### src/rtl/pe_types.sv
// rtl/pe_types.sv - shared types for the PE accumulator controller.

package pe_types;

  typedef enum logic [2:0] {
    IDLE,
    ACCUM,
    WAIT_PIPE,
    DRAIN,
    DONE
  } pe_accum_ctrl_state_t;

  // Pipe counter holds PIPE_LATENCY-1, and PIPE_LATENCY tops out at 15.
  localparam int PIPE_CNT_WIDTH = 4;

  function automatic logic state_is_busy(input pe_accum_ctrl_state_t s);
    return s != IDLE;
  endfunction

endpackage

### src/rtl/pe_accum_ctrl_if.sv
// rtl/pe_accum_ctrl_if.sv - feature-beat and result handshakes of the accumulator controller.

interface pe_accum_ctrl_if;

  logic i_feature_valid;
  logic o_feature_ready;
  logic o_pe_feature_valid;
  logic o_pe_flush_accumulator;
  logic o_result_capture;
  logic o_result_valid;
  logic i_result_ready;

  modport master (
    output i_feature_valid,
    output i_result_ready,
    input  o_feature_ready,
    input  o_pe_feature_valid,
    input  o_pe_flush_accumulator,
    input  o_result_capture,
    input  o_result_valid
  );

  modport slave (
    input  i_feature_valid,
    input  i_result_ready,
    output o_feature_ready,
    output o_pe_feature_valid,
    output o_pe_flush_accumulator,
    output o_result_capture,
    output o_result_valid
  );

endinterface

### src/rtl/pe_accum_ctrl_cnt.sv
// rtl/pe_accum_ctrl_cnt.sv - loadable down-counter with zero flag; load wins over decrement.

module pe_accum_ctrl_cnt #(
  parameter int WIDTH = 16
) (
  input  logic             clock,
  input  logic             resetn,
  input  logic             load_i,
  input  logic [WIDTH-1:0] load_val_i,
  input  logic             dec_i,
  output logic             zero_o
);

  logic [WIDTH-1:0] count_q;
  logic [WIDTH-1:0] count_d;

  always_comb begin
    count_d = count_q;
    if (load_i) begin
      count_d = load_val_i;
    end else if (dec_i && (count_q != '0)) begin
      count_d = count_q - WIDTH'(1);
    end
  end

  always_ff @(posedge clock) begin
    if (!resetn) begin
      count_q <= '0;
    end else begin
      count_q <= count_d;
    end
  end

  assign zero_o = (count_q == '0);

endmodule

### src/rtl/pe_accum_ctrl.sv
// rtl/pe_accum_ctrl.sv - sequences accumulate/flush/capture/drain for a PE accumulator array.
// Optional PE_ACCUM_CTRL_PERF_EN adds the o_stall_cycles counter.

module pe_accum_ctrl
  import pe_types::*;
#(
  parameter int LEN_WIDTH    = 16,
  parameter int PIPE_LATENCY = 4
) (
  input  logic                 clock,
  input  logic                 resetn,
  input  logic                 i_start,
  input  logic [LEN_WIDTH-1:0] i_accum_len,
  input  logic [LEN_WIDTH-1:0] i_num_windows,
  pe_accum_ctrl_if.slave       ctrl,
  output logic                 o_busy,
`ifdef PE_ACCUM_CTRL_PERF_EN
  output logic [31:0]          o_stall_cycles,
`endif
  output logic                 o_done
);

  localparam logic [PIPE_CNT_WIDTH-1:0] PIPE_LOAD = PIPE_CNT_WIDTH'(PIPE_LATENCY - 1);

  pe_accum_ctrl_state_t state_q, state_d;

  // Counters hold "remaining minus one" so the zero flag marks the last beat/window/cycle.
  logic [LEN_WIDTH-1:0] len_m1_q, len_m1_d;
  logic                 first_q, first_d;

  logic                 beat_load, beat_dec, beat_zero;
  logic [LEN_WIDTH-1:0] beat_load_val;
  logic                 win_load, win_dec, win_zero;
  logic                 pipe_load, pipe_dec, pipe_zero;

  logic feature_ready, flush, capture, result_valid, done;

  always_ff @(posedge clock) begin
    if (!resetn) begin
      state_q  <= IDLE;
      len_m1_q <= '0;
      first_q  <= 1'b0;
    end else begin
      state_q  <= state_d;
      len_m1_q <= len_m1_d;
      first_q  <= first_d;
    end
  end

  always_comb begin
    state_d       = state_q;
    len_m1_d      = len_m1_q;
    first_d       = first_q;
    beat_load     = 1'b0;
    beat_load_val = len_m1_q;
    beat_dec      = 1'b0;
    win_load      = 1'b0;
    win_dec       = 1'b0;
    pipe_load     = 1'b0;
    pipe_dec      = 1'b0;
    feature_ready = 1'b0;
    flush         = 1'b0;
    capture       = 1'b0;
    result_valid  = 1'b0;
    done          = 1'b0;

    case (state_q)
      IDLE: begin
        if (i_start) begin
          // A zero length runs as a single-beat window.
          len_m1_d = (i_accum_len == '0) ? '0 : i_accum_len - LEN_WIDTH'(1);
          if (i_num_windows == '0) begin
            state_d = DONE;
          end else begin
            state_d       = ACCUM;
            beat_load     = 1'b1;
            beat_load_val = len_m1_d;
            win_load      = 1'b1;
            first_d       = 1'b1;
          end
        end
      end

      ACCUM: begin
        feature_ready = 1'b1;
        if (ctrl.i_feature_valid) begin
          flush   = first_q;
          first_d = 1'b0;
          if (beat_zero) begin
            state_d   = WAIT_PIPE;
            pipe_load = 1'b1;
          end else begin
            beat_dec = 1'b1;
          end
        end
      end

      WAIT_PIPE: begin
        if (pipe_zero) begin
          capture = 1'b1;
          state_d = DRAIN;
        end else begin
          pipe_dec = 1'b1;
        end
      end

      DRAIN: begin
        result_valid = 1'b1;
        if (ctrl.i_result_ready) begin
          if (win_zero) begin
            state_d = DONE;
          end else begin
            state_d   = ACCUM;
            win_dec   = 1'b1;
            beat_load = 1'b1;
            first_d   = 1'b1;
          end
        end
      end

      DONE: begin
        done    = 1'b1;
        state_d = IDLE;
      end

      default: begin
        state_d = IDLE;
      end
    endcase
  end

  pe_accum_ctrl_cnt #(.WIDTH(LEN_WIDTH)) u_beat_cnt (
    .clock      (clock),
    .resetn     (resetn),
    .load_i     (beat_load),
    .load_val_i (beat_load_val),
    .dec_i      (beat_dec),
    .zero_o     (beat_zero)
  );

  pe_accum_ctrl_cnt #(.WIDTH(LEN_WIDTH)) u_win_cnt (
    .clock      (clock),
    .resetn     (resetn),
    .load_i     (win_load),
    .load_val_i (i_num_windows - LEN_WIDTH'(1)),
    .dec_i      (win_dec),
    .zero_o     (win_zero)
  );

  pe_accum_ctrl_cnt #(.WIDTH(PIPE_CNT_WIDTH)) u_pipe_cnt (
    .clock      (clock),
    .resetn     (resetn),
    .load_i     (pipe_load),
    .load_val_i (PIPE_LOAD),
    .dec_i      (pipe_dec),
    .zero_o     (pipe_zero)
  );

  assign ctrl.o_feature_ready        = feature_ready;
  assign ctrl.o_pe_feature_valid     = ctrl.i_feature_valid & feature_ready;
  assign ctrl.o_pe_flush_accumulator = flush;
  assign ctrl.o_result_capture       = capture;
  assign ctrl.o_result_valid         = result_valid;
  assign o_busy                      = state_is_busy(state_q);
  assign o_done                      = done;

`ifdef PE_ACCUM_CTRL_PERF_EN
  logic [31:0] stall_q, stall_d;

  always_comb begin
    stall_d = stall_q;
    if ((state_q == IDLE) && i_start) begin
      stall_d = '0;
    end else if (((state_q == ACCUM) && !ctrl.i_feature_valid) ||
                 ((state_q == DRAIN) && !ctrl.i_result_ready)) begin
      if (stall_q != '1) begin
        stall_d = stall_q + 32'd1;
      end
    end
  end

  always_ff @(posedge clock) begin
    if (!resetn) begin
      stall_q <= '0;
    end else begin
      stall_q <= stall_d;
    end
  end

  assign o_stall_cycles = stall_q;
`endif

endmodule

### src/flat_wrapper.sv
// flat-port wrapper written by rule: the top's interface ports become plain ports
module pe_accum_ctrl_flat import pe_types::*;
#(
  parameter int LEN_WIDTH    = 16,
  parameter int PIPE_LATENCY = 4
)
  (clock, resetn, i_start, i_accum_len, i_num_windows, o_busy, o_done, ctrl_i_feature_valid, ctrl_i_result_ready, ctrl_o_feature_ready, ctrl_o_pe_feature_valid, ctrl_o_pe_flush_accumulator, ctrl_o_result_capture, ctrl_o_result_valid);
  pe_accum_ctrl_if ctrl_i ();
  input  logic clock;
  input  logic resetn;
  input  logic i_start;
  input  logic [LEN_WIDTH-1:0] i_accum_len;
  input  logic [LEN_WIDTH-1:0] i_num_windows;
  output logic o_busy;
  output logic o_done;
  input wire logic [$bits(ctrl_i.i_feature_valid)-1:0] ctrl_i_feature_valid;
  input wire logic [$bits(ctrl_i.i_result_ready)-1:0] ctrl_i_result_ready;
  output wire logic [$bits(ctrl_i.o_feature_ready)-1:0] ctrl_o_feature_ready;
  output wire logic [$bits(ctrl_i.o_pe_feature_valid)-1:0] ctrl_o_pe_feature_valid;
  output wire logic [$bits(ctrl_i.o_pe_flush_accumulator)-1:0] ctrl_o_pe_flush_accumulator;
  output wire logic [$bits(ctrl_i.o_result_capture)-1:0] ctrl_o_result_capture;
  output wire logic [$bits(ctrl_i.o_result_valid)-1:0] ctrl_o_result_valid;
  assign ctrl_i.i_feature_valid = ctrl_i_feature_valid;
  assign ctrl_i.i_result_ready = ctrl_i_result_ready;
  assign ctrl_o_feature_ready = ctrl_i.o_feature_ready;
  assign ctrl_o_pe_feature_valid = ctrl_i.o_pe_feature_valid;
  assign ctrl_o_pe_flush_accumulator = ctrl_i.o_pe_flush_accumulator;
  assign ctrl_o_result_capture = ctrl_i.o_result_capture;
  assign ctrl_o_result_valid = ctrl_i.o_result_valid;
  pe_accum_ctrl #(.LEN_WIDTH(LEN_WIDTH), .PIPE_LATENCY(PIPE_LATENCY)) u_core (.clock(clock), .resetn(resetn), .i_start(i_start), .i_accum_len(i_accum_len), .i_num_windows(i_num_windows), .ctrl(ctrl_i), .o_busy(o_busy), .o_done(o_done));
endmodule
### config.mk
export PLATFORM = sky130hd
export DESIGN_NAME = pe_accum_ctrl_flat
export DESIGN_NICKNAME = d
export VERILOG_FILES = /design/src/rtl/pe_types.sv /design/src/rtl/pe_accum_ctrl_if.sv /design/src/rtl/pe_accum_ctrl_cnt.sv /design/src/rtl/pe_accum_ctrl.sv /design/src/flat_wrapper.sv
export SDC_FILE = /design/constraint.sdc
export NUM_CORES = 1
export LEC_CHECK = 0
export BUFFER_PORTS_ARGS = -buffer_cell sky130_fd_sc_hd__buf_4
export CAP_MARGIN = 20
export CORE_MARGIN = 1.5
export CORE_UTILIZATION = 37
export CTS_BUF_LIST = sky130_fd_sc_hd__clkbuf_8
export DETAILED_ROUTE_END_ITERATION = 6
export PLACE_DENSITY = 0.6
export SYNTH_ARGS = -nofsm -noshare
export SYNTH_HDL_FRONTEND = slang
export SYNTH_SLANG_ARGS = --single-unit
### constraint.sdc
create_clock -name clock -period 3.9 [get_ports clock]
set_clock_uncertainty 0.05 [all_clocks]
set_input_delay 0.78 -clock clock [delete_from_list [all_inputs] [get_ports clock]]
set_output_delay 0.78 -clock clock [all_outputs]
set_load 0.05 [all_outputs]
==> out/metrics.cfg <==
[global_routing]
first_global_vias = 3327
grt_max_degree = 31
grt_pass1_wl_um = 16500
grt-ovfl-total = 0
grt.total_usage_pct = 18.6
antenna_found_initial = 0

[yosys]
synthTopCellsByArea = dfxtp_1, xnor2_1, a21oi_1, nor2_1, nand2_1
yosysTopAreaCell = dfxtp_1
netlist-cell-type-count = 66
async_flop_share_pct = 0
syn_inst = 484
synth_edf_count = 0
synth_warnings = 0
syn_area_um2 = 3750
synth_flop_cell = dfxtp_1
syn_avg_cell_area_um2 = 7.75
synth_nets = 526
synth_top_cell_area_share_pct = 29.9
ys_seq_area_share_pct = 29.9
ys_ff_latch = 56

[layout]
antenna-diode-count = 0
finalNonFillerCells = 650
syn2layout_area_growth_pct = 14.1
fin_area_um2 = 4280
drive_gt1_share_pct = 17.2
layout.nets = 558
fin_util_pct = 43.6
final_cell_mix = nor2_1, dfxtp_1, buf_4

[floorplan]
die_h_um = 104
num_rows = 36
core_area_um2 = 9820
die_x_um = 104
dieArea_um2 = 10700
io_pins = 44
start_util_pct = 38.2

[timing]
period_share_pct = 85.9
final.setup.tns_ps = 0
slew_viol_final = 0
worst_pin_slew_ps = 852
finalHoldViolations = 0
setup_viol = 0
period_minus_slack_ps = 3350
rsz0062_at_grt = false
max_slew_margin_pct = 43.2
fmax_mhz = 298

[place]
place_congestion = 0.901
place_inst = 642
post_dp_cell_area_um2 = 4180
place_hpwl_um = 7450
port_buffers = 43

[detailed_routing]
wl_per_cell_um = 15.3
drc = 0
drt_first_iter_violations = 151
drtPass1Iterations = 4
antenna_left = 0
via_per_inst = 5.57
totalWireLength_um = 9920
via_count = 3620

[pwr]
p_per_area_nw_per_um2 = 599
ir_drop_v = 0.000215
p_leak_nw = 1.58
total_power_mw = 2.56

[clock_tree]
post_cts_resized = 0
htreeDepth = 2
clk_pin_slew_worst_paths_ps = 100
cts_tree = done
cts_sinks = 56
postCtsSetupBuffers = 0
ctsHoldBuffers = 0
clk-insertion-delay-late_ps = 310
cts_made_buffers = 5
cts_root_buffer = clkbuf_8
cts_buffer_depth = 2

[worst_setup_path]
r2r_end = u_core.u_win_cnt.count_q[14]
crit_family = simple AND/OR/NAND/NOR gates
critPathRequiredTime_ps = 4040
reg2reg_setup_slack_ps = 900
path_cells = buf_4, nor4_2, nand3_1, o21a_1, nand2_1, a21boi_0, ha_1, o21ai_0, a211oi_2, o221ai_2, or4_1, nand3_1, a21oi_1
r2r_cells = 10
cp-end-kind = flop
crit_buf_inv = 1
critPathMaxStageDelay_ps = 430
critPathKind = in2reg
critPathMaxFanout = 9
start_kind = primary input
cp_common_cell = nand3_1
worstPathArrival_ps = 3490
reg2reg_from = u_core.state_q[1]
crit_slowest_cell = or4_1

[hold_path]
hold-path-cell-count = 2
worst_hold_startpoint = u_core.len_m1_q[8]
min_path_type = reg2reg
whs_endpoint = u_core.len_m1_q[8]

[run]
cap_violations = 0

[outcome]
status = completed

## cells by family (layout without fill, tap and decap cells)
family	Yosys count	in the layout	synth area share [%]
AOI/OAI and AO/OA	117	117	20.8
xor gates and xnor gates	44	44	10.3
adders and majority gates	5	5	1.67
buffers and inverters	43	76	5.27
DFF	56	56	29.9
muxes	7	7	1.90
and+or+nand+nor	212	212	30.2
## synthesized netlist by cell type (all sizes together), types with 3 or more instances
| master | number |
|---|---|
| nand3b | 3 |
| or2 | 4 |
| ha | 5 |
| xor2 | 16 |
| a31oi | 5 |
| o32ai | 5 |
| o22ai | 8 |
| nand3 | 20 |
| nor4 | 13 |
| dfxtp | 56 |
| inv | 14 |
| nor3 | 30 |
| o21a | 3 |
| nand2 | 50 |
| o21ai | 13 |
| o211ai | 8 |
| a21oi | 44 |
| or4 | 10 |
| buf | 17 |
| xnor2 | 28 |
| or3 | 9 |
| mux2i | 6 |
| clkbuf | 11 |
| nor2 | 56 |
| o31ai | 3 |
| nand2b | 3 |
| a211oi | 12 |
| a2111oi | 3 |
## flip-flops by register name, indices dropped and copies added (netlist names)
name,flops
u_core.len_m1_q,16
u_core.u_beat_cnt.count_q,16
u_core.state_q,3
u_core.first_q,1
u_core.u_win_cnt.count_q,16
u_core.u_pipe_cnt.count_q,4
## power breakdown
part	internal (mW)	total [mW]	switching (mW)
registers	0.718	0.876	0.158
clock network	0.142	0.335	0.192
logic	0.535	1.35	0.815
total	1.40	2.56	1.17
## per-layer routing
metal  up-vias  wire, µm  global-route usage [%]
met3         9       442                    2.77
met2        91      4430                    29.6
met4         0       121                    4.07
met5         -         0                       0
met1      1712      4920                    26.5
li1       1808         -                       -
## stage by stage
step | hold WS (ps) | setup WS, ps
2_1_floorplan | 382 | 157
3_5_place_dp | 400 | 259
4_1_cts | 414 | 585
6_report | 412 | 549
3_3_place_gp | 392 | 338
5_1_grt | 443 | 293
## cell type report
class	instances	area [µm²]
clock inverter	2	11.3
multi-input combinational	385	2440
inverter	15	56.3
tap	133	166
fill	1033	5540
timing repair buffer	53	398
clock buffer	6	82.6
sequential	56	1120
## worst register-to-register path: stages (launching register included)
cell and delay [ps]:
dfxtp_1 440, nor4b_2 430, o21a_1 410, mux2i_1 260
ha_1 180, o21ai_0 100, a211oi_2 250, o221ai_2 210
or4_1 430, nand3_1 90, a21oi_1 40
## worst max-delay path by stage
stage,from,end,cells past startpoint
after detailed placement,i_num_windows[13],u_core.u_win_cnt.count_q[14],13
final,i_num_windows[13],u_core.u_win_cnt.count_q[14],13
after global routing,i_num_windows[13],u_core.u_win_cnt.count_q[14],13
after CTS,i_num_windows[13],u_core.u_win_cnt.count_q[14],13
after floorplan,i_num_windows[2],u_core.u_win_cnt.count_q[14],16
after global placement,i_num_windows[13],u_core.u_win_cnt.count_q[14],13
No activity file was read; power rests on OpenSTA's default activity.
